## config.mk

```make
export PLATFORM = sky130hd
export DESIGN_NAME = mram_burst_sequencer
export DESIGN_NICKNAME = d
export VERILOG_FILES = /design/src/rtl/mram_pkg.sv /design/src/rtl/mram_phase_timer.sv /design/src/rtl/mram_burst_sequencer.sv
export SDC_FILE = /design/constraint.sdc
export NUM_CORES = 1
export LEC_CHECK = 0
export CAP_MARGIN = 25
export CORE_AREA = 2 2 110 112
export DETAILED_ROUTE_END_ITERATION = 8
export DIE_AREA = 0 0 112 114
export PLACE_DENSITY = 0.73
export SKIP_CTS_REPAIR_TIMING = 1
export SYNTH_ARGS = -nofsm -noshare
export SYNTH_HDL_FRONTEND = slang
export SYNTH_SLANG_ARGS = --single-unit
```

## constraint.sdc

```tcl
create_clock -name clk -period 2.93 [get_ports clk]
set_input_delay 0.293 -clock clk [delete_from_list [all_inputs] [get_ports clk]]
set_output_delay 0.293 -clock clk [all_outputs]
set_load 0.03 [all_outputs]
```

## src/rtl/mram_pkg.sv

```systemverilog
// MRAM burst sequencer shared definitions:
// default geometry, timing, FSM encodings.
package mram_pkg;

    localparam int ADDR_W_D  = 20;
    localparam int DATA_W_D  = 16;
    localparam int LEN_W_D   = 8;
    localparam int T_SETUP_D = 1;
    localparam int T_PULSE_D = 4;
    localparam int T_HOLD_D  = 1;
    localparam int T_TURN_D  = 1;
    localparam int TMR_W     = 8;

    localparam logic [2:0] S_IDLE  = 3'd0;
    localparam logic [2:0] S_WDAT  = 3'd1;
    localparam logic [2:0] S_SETUP = 3'd2;
    localparam logic [2:0] S_PULSE = 3'd3;
    localparam logic [2:0] S_HOLD  = 3'd4;
    localparam logic [2:0] S_TURN  = 3'd5;

    // An empty byte mask means a full-word access.
    function automatic logic [1:0] eff_be(input logic [1:0] be);
        return (be == 2'b00) ? 2'b11 : be;
    endfunction

endpackage

```

## src/rtl/mram_phase_timer.sv

```systemverilog
// Loadable phase down-counter; tc is high
// while the count sits at zero.
module mram_phase_timer
    import mram_pkg::*;
#(
    parameter int W = TMR_W
) (
    input  logic         clk,
    input  logic         rst,
    input  logic         load,
    input  logic [W-1:0] load_val,
    output logic         tc
);

    logic [W-1:0] cnt;

    always_ff @(posedge clk or negedge rst) begin
        if (!rst) begin
            cnt <= '0;
        end else if (load) begin
            cnt <= load_val;
        end else if (cnt != '0) begin
            cnt <= cnt - 1'b1;
        end
    end

    assign tc = (cnt == '0);

endmodule

```

## src/rtl/mram_burst_sequencer.sv

```systemverilog
// Single/burst access sequencer for the async
// SRAM-style MRAM bus with programmable timing.
module mram_burst_sequencer
    import mram_pkg::*;
#(
    parameter int ADDR_W  = ADDR_W_D,
    parameter int DATA_W  = DATA_W_D,
    parameter int LEN_W   = LEN_W_D,
    parameter int T_SETUP = T_SETUP_D,
    parameter int T_PULSE = T_PULSE_D,
    parameter int T_HOLD  = T_HOLD_D,
    parameter int T_TURN  = T_TURN_D
) (
    input  logic              clk,
    input  logic              rst,
    input  logic              cmd_valid,
    output logic              cmd_ready,
    input  logic              cmd_write,
    input  logic [ADDR_W-1:0] cmd_addr,
    input  logic [LEN_W-1:0]  cmd_len,
    input  logic [1:0]        cmd_be,
    input  logic [DATA_W-1:0] wr_data,
    input  logic              wr_valid,
    output logic              wr_ready,
    output logic [DATA_W-1:0] rd_data,
    output logic              rd_valid,
    output logic              busy,
    output logic              done,
    input  logic [DATA_W-1:0] dq_i,
    output logic [DATA_W-1:0] dq_o,
    output logic              dq_oe,
    output logic [ADDR_W-1:0] addr_to_MRAM,
    output logic              chip_en,
    output logic              write_en,
    output logic              out_en,
    output logic              lower_byte_en,
    output logic              upper_byte_en
);

    logic [2:0]        state, state_nxt;
    logic              tmr_load, tmr_tc;
    logic [TMR_W-1:0]  tmr_val;
    logic              wr_cmd;
    logic [1:0]        be_q;
    logic [LEN_W-1:0]  beats_q;
    logic [ADDR_W-1:0] addr_q;
    logic              accept, last_beat;
    logic              c_write;
    logic [1:0]        c_be;
    logic [ADDR_W-1:0] c_addr;
    logic              ent_setup, ent_pulse;
    logic              ent_hold, ent_turn, ent_wdat;

    mram_phase_timer #(.W(TMR_W)) u_timer (
        .clk      (clk),
        .rst      (rst),
        .load     (tmr_load),
        .load_val (tmr_val),
        .tc       (tmr_tc)
    );

    assign cmd_ready = (state == S_IDLE);
    assign busy      = (state != S_IDLE);
    assign wr_ready  = (state == S_WDAT);
    assign done      = (state == S_TURN) && tmr_tc;
    assign accept    = cmd_ready && cmd_valid;
    assign last_beat = (beats_q == '0);

    // A read goes straight to SETUP on the accept edge, before fields are latched.
    assign c_write = accept ? cmd_write : wr_cmd;
    assign c_be    = accept ? eff_be(cmd_be) : be_q;
    assign c_addr  = accept ? cmd_addr : addr_q;

    always_comb begin
        state_nxt = state;
        tmr_load  = 1'b0;
        tmr_val   = '0;
        unique case (state)
            S_IDLE: begin
                if (cmd_valid) begin
                    if (cmd_write) begin
                        state_nxt = S_WDAT;
                    end else begin
                        state_nxt = S_SETUP;
                        tmr_load  = 1'b1;
                        tmr_val   = TMR_W'(T_SETUP - 1);
                    end
                end
            end
            S_WDAT: begin
                if (wr_valid) begin
                    state_nxt = S_SETUP;
                    tmr_load  = 1'b1;
                    tmr_val   = TMR_W'(T_SETUP - 1);
                end
            end
            S_SETUP: begin
                if (tmr_tc) begin
                    state_nxt = S_PULSE;
                    tmr_load  = 1'b1;
                    tmr_val   = TMR_W'(T_PULSE - 1);
                end
            end
            S_PULSE: begin
                if (tmr_tc) begin
                    state_nxt = S_HOLD;
                    tmr_load  = 1'b1;
                    tmr_val   = TMR_W'(T_HOLD - 1);
                end
            end
            S_HOLD: begin
                if (tmr_tc) begin
                    if (last_beat) begin
                        state_nxt = S_TURN;
                        tmr_load  = 1'b1;
                        tmr_val   = TMR_W'(T_TURN - 1);
                    end else if (wr_cmd) begin
                        state_nxt = S_WDAT;
                    end else begin
                        state_nxt = S_SETUP;
                        tmr_load  = 1'b1;
                        tmr_val   = TMR_W'(T_SETUP - 1);
                    end
                end
            end
            S_TURN: begin
                if (tmr_tc) begin
                    state_nxt = S_IDLE;
                end
            end
            default: state_nxt = S_IDLE;
        endcase
    end

    assign ent_setup = (state_nxt == S_SETUP) && (state != S_SETUP);
    assign ent_pulse = (state_nxt == S_PULSE) && (state != S_PULSE);
    assign ent_hold  = (state_nxt == S_HOLD) && (state != S_HOLD);
    assign ent_turn  = (state_nxt == S_TURN) && (state != S_TURN);
    assign ent_wdat  = (state == S_HOLD) && (state_nxt == S_WDAT);

    always_ff @(posedge clk or negedge rst) begin
        if (!rst) begin
            state         <= S_IDLE;
            wr_cmd        <= 1'b0;
            be_q          <= 2'b11;
            beats_q       <= '0;
            addr_q        <= '0;
            rd_data       <= '0;
            rd_valid      <= 1'b0;
            dq_o          <= '0;
            dq_oe         <= 1'b0;
            addr_to_MRAM  <= '0;
            chip_en       <= 1'b1;
            write_en      <= 1'b1;
            out_en        <= 1'b1;
            lower_byte_en <= 1'b1;
            upper_byte_en <= 1'b1;
        end else begin
            state    <= state_nxt;
            rd_valid <= 1'b0;
            if (accept) begin
                wr_cmd  <= cmd_write;
                be_q    <= eff_be(cmd_be);
                beats_q <= cmd_len;
                addr_q  <= cmd_addr;
            end
            if (wr_ready && wr_valid) begin
                dq_o <= wr_data;
            end
            // addr_q always holds the address of the next beat.
            if (ent_setup) begin
                chip_en       <= 1'b0;
                addr_to_MRAM  <= c_addr;
                addr_q        <= c_addr + ADDR_W'(1);
                lower_byte_en <= ~c_be[0];
                upper_byte_en <= ~c_be[1];
                dq_oe         <= c_write;
            end
            if (ent_pulse) begin
                write_en <= ~wr_cmd;
                out_en   <= wr_cmd;
            end
            if (ent_hold) begin
                write_en <= 1'b1;
                out_en   <= 1'b1;
                if (!wr_cmd) begin
                    rd_valid <= 1'b1;
                    rd_data  <= dq_i;
                end
            end
            if (state == S_HOLD && tmr_tc && !last_beat) begin
                beats_q <= beats_q - 1'b1;
            end
            if (ent_wdat) begin
                dq_oe <= 1'b0;
            end
            if (ent_turn) begin
                chip_en       <= 1'b1;
                lower_byte_en <= 1'b1;
                upper_byte_en <= 1'b1;
                dq_oe         <= 1'b0;
            end
        end
    end

endmodule

```

Yosys cells after proc, flatten, opt, wreduce, memory -nomap -nowiden
Index checks and enable logic that the tools add are counted.
W data, S select, Z words.
{"block": "classes", "bitwise_logic": 3, "addsub": 3, "muxes": 43, "reduce_logical": 24, "n_eq_ne": 14}
{"cell": "$mux W20", "n": 2}
{"cell": "$mux W8", "n": 4}
{"cell": "$mux W1", "n": 22}
{"cell": "$mux W3", "n": 7}
{"cell": "$add A20 B1 Y20 const B", "n": 1}
{"cell": "$pmux W3 S6", "n": 1}
{"cell": "$logic_not A8 Y1", "n": 2}
{"cell": "$sub A8 B1 Y8 const B", "n": 2}
{"cell": "$eq A3 B2 Y1 const B", "n": 4}
{"cell": "$eq A3 B3 Y1 const B", "n": 4}
{"cell": "$mux W2", "n": 6}
{"cell": "$logic_and A1 B1 Y1", "n": 10}
{"cell": "$reduce_bool A2 Y1", "n": 4}
{"cell": "$reduce_bool A8 Y1", "n": 1}
{"cell": "$eq A3 B1 Y1 const B", "n": 2}
{"cell": "$ne A3 B2 Y1 const B", "n": 2}
{"cell": "$ne A3 B3 Y1 const B", "n": 2}
{"cell": "$reduce_bool A3 Y1", "n": 2}
{"cell": "$pmux W1 S4", "n": 1}
{"cell": "$logic_not A3 Y1", "n": 1}
{"cell": "$not A1 Y1", "n": 3}
{"cell": "$logic_not A2 Y1", "n": 1}
{"cell": "$reduce_and A2 Y1", "n": 1}
{"cell": "$reduce_or A2 Y1", "n": 1}
{"cell": "$logic_not A1 Y1", "n": 1}
{"block": "totals", "input_bits": 67, "regBits": 101, "word_cells": 103, "out_inout_bits": 63}

Logic depth before layout (Yosys ltp)
{"block": "logic_depth", "ltp_word": 9, "depth_mapped": 11, "depth_no_buf": 8}

Cells and area by module
A second synthesis with hierarchy kept.
{"block": "hier_totals", "cells_unflattened": 515, "hier_area_um2": 5117.4}
{"module": "mram_burst_sequencer", "cells_each": 461, "instances": 1, "area_per_inst_um2": 4640.7, "seq_area_each_um2": 2336.0}
{"module": "mram_phase_timer", "cells_each": 54, "instances": 1, "area_per_inst_um2": 476.7, "seq_area_each_um2": 200.2}

Worst setup path after synthesis
No wires, ideal clock.
{"block": "synth_path", "path_kind": "register -> register", "start": "reg state[1]", "end": "reg addr_q[18]", "arrival_time_ns": 2.940, "stages_incl_launch_ff": 12, "setup_time_ns": 0.130, "required_time_ns": 2.800, "path_buffers": 3, "slack_ns": -0.140, "cell_sequence": "dfrtp_1 > clkbuf_1 > nor4b_4 > clkbuf_1 > clkbuf_1 > mux2i_1 > inv_1 > ha_1 > o211ai_1 > a2111oi_4 > nand2_1 > xor2_1"}
{"block": "synth_between", "elab_chain_cells": 5, "word_cells_on_any_way": 20, "cone_classes": "1 x add/sub; 7 x eq/ne; 9 x mux; 3 x reduce/logical"}
{"item": "start, declared", "line_no": "mram_burst_sequencer.sv:40", "text": "logic [2:0] state, state_nxt;"}
{"item": "start signal, assigned", "line_no": "mram_burst_sequencer.sv:159", "text": "state <= state_nxt;"}
{"item": "$logic_not A3 Y1", "line_no": "mram_burst_sequencer.sv:62", "text": "assign cmd_ready = (state == S_IDLE);"}
{"item": "$logic_and A1 B1 Y1", "line_no": "mram_burst_sequencer.sv:66", "text": "assign accept = cmd_ready && cmd_valid;"}
{"item": "$mux W20"}
{"item": "via c_addr[1]", "line_no": "mram_burst_sequencer.sv:50", "text": "logic [ADDR_W-1:0] c_addr;"}
{"item": "$add A20 B1 Y20", "line_no": "mram_burst_sequencer.sv:174", "text": "addr_q <= c_addr + ADDR_W'(1);"}
{"item": "$mux W20", "line_no": "mram_burst_sequencer.sv:171", "text": "if (ent_setup) begin"}
{"item": "end signal, assigned", "line_no": "mram_burst_sequencer.sv:165", "text": "addr_q <= cmd_addr;"}
{"item": "end signal, assigned", "line_no": "mram_burst_sequencer.sv:174"}
{"item": "end, declared", "line_no": "mram_burst_sequencer.sv:46", "text": "logic [ADDR_W-1:0] addr_q;"}
The timed path passes the listed nets, and every way through them passes these cells.
A chain may end at the register's enable or synchronous reset.

Worst setup path after layout
{"block": "layout_path", "start": "reg u_timer.cnt[0]", "end": "out done"}
{"block": "layout_between", "elab_chain_cells": 2}
{"item": "start, declared", "line_no": "mram_phase_timer.sv:15", "text": "logic [W-1:0] cnt;"}
{"item": "start signal, assigned", "line_no": "mram_phase_timer.sv:21", "text": "cnt <= load_val;"}
{"item": "start signal, assigned", "line_no": "mram_phase_timer.sv:23", "text": "cnt <= cnt - 1'b1;"}
{"item": "$logic_not A8 Y1", "line_no": "mram_phase_timer.sv:27", "text": "assign tc = (cnt == '0);"}
{"item": "$logic_and A1 B1 Y1", "line_no": "mram_burst_sequencer.sv:65", "text": "assign done = (state == S_TURN) && tmr_tc;"}
{"item": "end, declared", "line_no": "mram_burst_sequencer.sv:28", "text": "output logic done,"}
Every way passes these cells.

==> impl_metrics.tcl <==
set metrics [dict create \
    path_delay_family "buffers and inverters" \
    grt_max_degree 60 \
    finalSetupViolations 0 \
    syn_to_final_growth_pct 38.2 \
    ys.flop_type "dfrtp_1" \
    core_um2 11700 \
    multi_input_area_um2 2240 \
    ys_ff_latch 101 \
    num_vias 4009 \
    drive_gt1_share_pct 16.3 \
    rr_worst_depth 8 \
    cp_max_fo 4 \
    grt_pass1_wl_mm 20.2 \
    dr.pass1.iters 4 \
    wire_per_inst_um 16.0 \
    worstSetupEndpointType "output pin" \
    cp.depth 6 \
    timing.rr.end "addr_q[9]$_DFF_PN0_" \
    synthCells 464 \
    ys_seq_area_share_pct 51.3 \
    crit_type "flop to output pin" \
    grt_pass1_vias 4169 \
    leakage_nw 2.88 \
    arrival_ps 2560 \
    cp.required_ps 2640 \
    timing.rr.start "u_timer.cnt[0]$_DFFE_PN0P_" \
    clockRootBuffer "clkbuf_16" \
    hpwl_mm 9.13 \
    max-vdd-ir-drop_mv 0.547 \
    post_synth_num_cell_types 63 \
    netlist_area_um2 4950 \
    antenna_found_initial 0 \
    start_util_pct 42.2 \
    fmax_mhz 351 \
    worstMarginPinSlew_ps 735 \
    seq_area_um2 2540 \
    io_pins 130 \
    relSlewSlack_pct 51.0 \
    synth_area_per_cell_um2 10.7 \
    r2r_slack_ps 130 \
    startpoint "u_timer.cnt[0]$_DFFE_PN0P_" \
    synth_fp_nets 535 \
    skew_ps 8.34 \
    ys_top_cells_by_count "dfrtp_1, nand2_1, mux2_2, nor2_1, nand3_1" \
    fin_crit_ps 2850 \
    cts_made_buffers 9 \
    final-hold-violation-count 0 \
    cts_sinks 101 \
    ant_nets 0 \
    cts.clk_slew.worst_paths_ps 70 \
    cp_num_buf_inv 2 \
    grt-ovfl-total 0 \
    async_flop_share_pct 100 \
    p_per_area_nw_per_um2 1060 \
    die-area_um2 12800 \
    grt_setup_unrepaired "true" \
    viasPerCell 5.27 \
    drtIter0Drc 206 \
    hp-class "input port to async pin" \
    slew_violations 0 \
    synth_area_leaders "dfrtp_1, mux2_2, nand2_1" \
    fin_area_um2 6840 \
    worstSkewPairLatency_ps 350 \
    grtUsageTotal_pct 19.8 \
    worst_setup_path_start_kind "flop" \
    postPlaceCellArea_um2 6470 \
    die_w_um 112 \
    nFillCells 1023 \
    rows 40 \
    crit_path_end "done" \
    total_power_mw 7.26 \
    final_nets 680 \
    drv_cap 0 \
    clockBufferDepth 2 \
    crit_chain "inv_1, ha_1, nor2b_1, nand4b_1, nor3b_1, clkdlybuf4s50_1" \
    cts_tree "done" \
    synth_edf_count 0 \
    drt_wl_total_mm 12.2 \
    max_stage_delay_ps 740 \
    ys_warn_count 0 \
    place_congestion 0.877 \
    die_h_um 114 \
    synth_top_area_share_pct 47.6 \
    htree_levels 3 \
    finalCritPeriodShare_pct 97.4 \
    io_buffers 129 \
    synth_most_common_cell "dfrtp_1" \
    yosys.area.top_type "dfrtp_1" \
    crit_path_top_delay_cell "clkdlybuf4s50_1" \
    drc 0 \
    antenna_cells 0 \
    status "completed" \
]
cells in the final DEF, fill, tap and decap left out, drive strengths merged, types with 5 or more instances in the layout:
cell,instances
nor3,10
buf,26
dfrtp,94
inv,14
nor4,10
dfstp,7
clkdlybuf4s50,128
mux2i,18
nand2,63
a21oi,15
xor2,12
xnor2,12
clkbuf,11
nor2b,5
o21ai,30
nor2,35
mux2,34
nand3,20
where the power goes:
part           switching, mW  internal (mW)  total [mW]
Sequential             0.464           2.07        2.54
Clock                  0.525          0.775        1.30
Combinational           1.91           1.52        3.43
Total                   2.90           4.36        7.26
routing by layer:
metal	share of wire, %	up-vias	global-route usage [%]
met2	49	122	32.7
met5	0	-	0
met3	5.1	24	4.36
met4	2.7	0	9.43
met1	43	1935	24.9
li1	-	1928	-
state kept, by name, indices dropped and copies added (netlist names):
register / cells
dq_o: 16
chip_en: 1
out_en: 1
rd_valid: 1
write_en: 1
dq_oe: 1
lower_byte_en: 1
wr_cmd: 1
addr_q: 20
be_q: 2
state: 3
beats_q: 8
addr_to_MRAM: 20
u_timer.cnt: 8
upper_byte_en: 1
rd_data: 16
logic make-up (layout without fill, tap and decap cells):
family | count (synthesis) | count (layout) | share of synthesized area [%]
and+or+nand+nor | 178 | 178 | 18.8
DFF | 101 | 101 | 51.3
AOI/OAI and AO/OA | 71 | 71 | 9.64
muxes | 52 | 52 | 11.4
buffers and inverters | 34 | 184 | 3.64
xor gates and xnor gates | 24 | 24 | 4.25
adders and majority gates | 4 | 4 | 1.01
per-stage QoR:
step | util, % | instances | setup TNS [ps] | hold slack [ps] | worst slack, ps
after floorplan | - | 464 | 0 | -2.59 | 25.0
after global placement | 55.0 | 740 | 0 | 449 | 95.4
after detailed placement | 55.3 | 741 | 0 | 240 | 0.765
after CTS | 58.0 | 757 | 0 | -142 | 45.3
after global routing | 58.4 | 761 | -62.2 | 458 | -24.8
final | 58.4 | 761 | 0 | 405 | 77.6
cell type report:
| type | count | area share (%) |
|---|---|---|
| clock buffers | 11 | 3.55 |
| clock inverters | 5 | 1.21 |
| inverters | 13 | 0.714 |
| multi-input cells | 329 | 32.7 |
| flip-flops and latches | 101 | 37.1 |
| well taps | 147 | 2.69 |
| repair buffers | 155 | 22.0 |
how the worst min path moves through the flow:
stage                        startpoint                      end
global placement    chip_en$_DFFE_PN1P_      chip_en$_DFFE_PN1P_
detailed placement                  rst  rd_data[13]$_DFFE_PN0P_
finish                              rst   rd_data[1]$_DFFE_PN0P_
CTS                                 rst   rd_data[8]$_DFFE_PN0P_
global route                        rst   rd_data[1]$_DFFE_PN0P_
floorplan                           rst      addr_q[0]$_DFF_PN0_
Power figures use the tool's default switching activity.
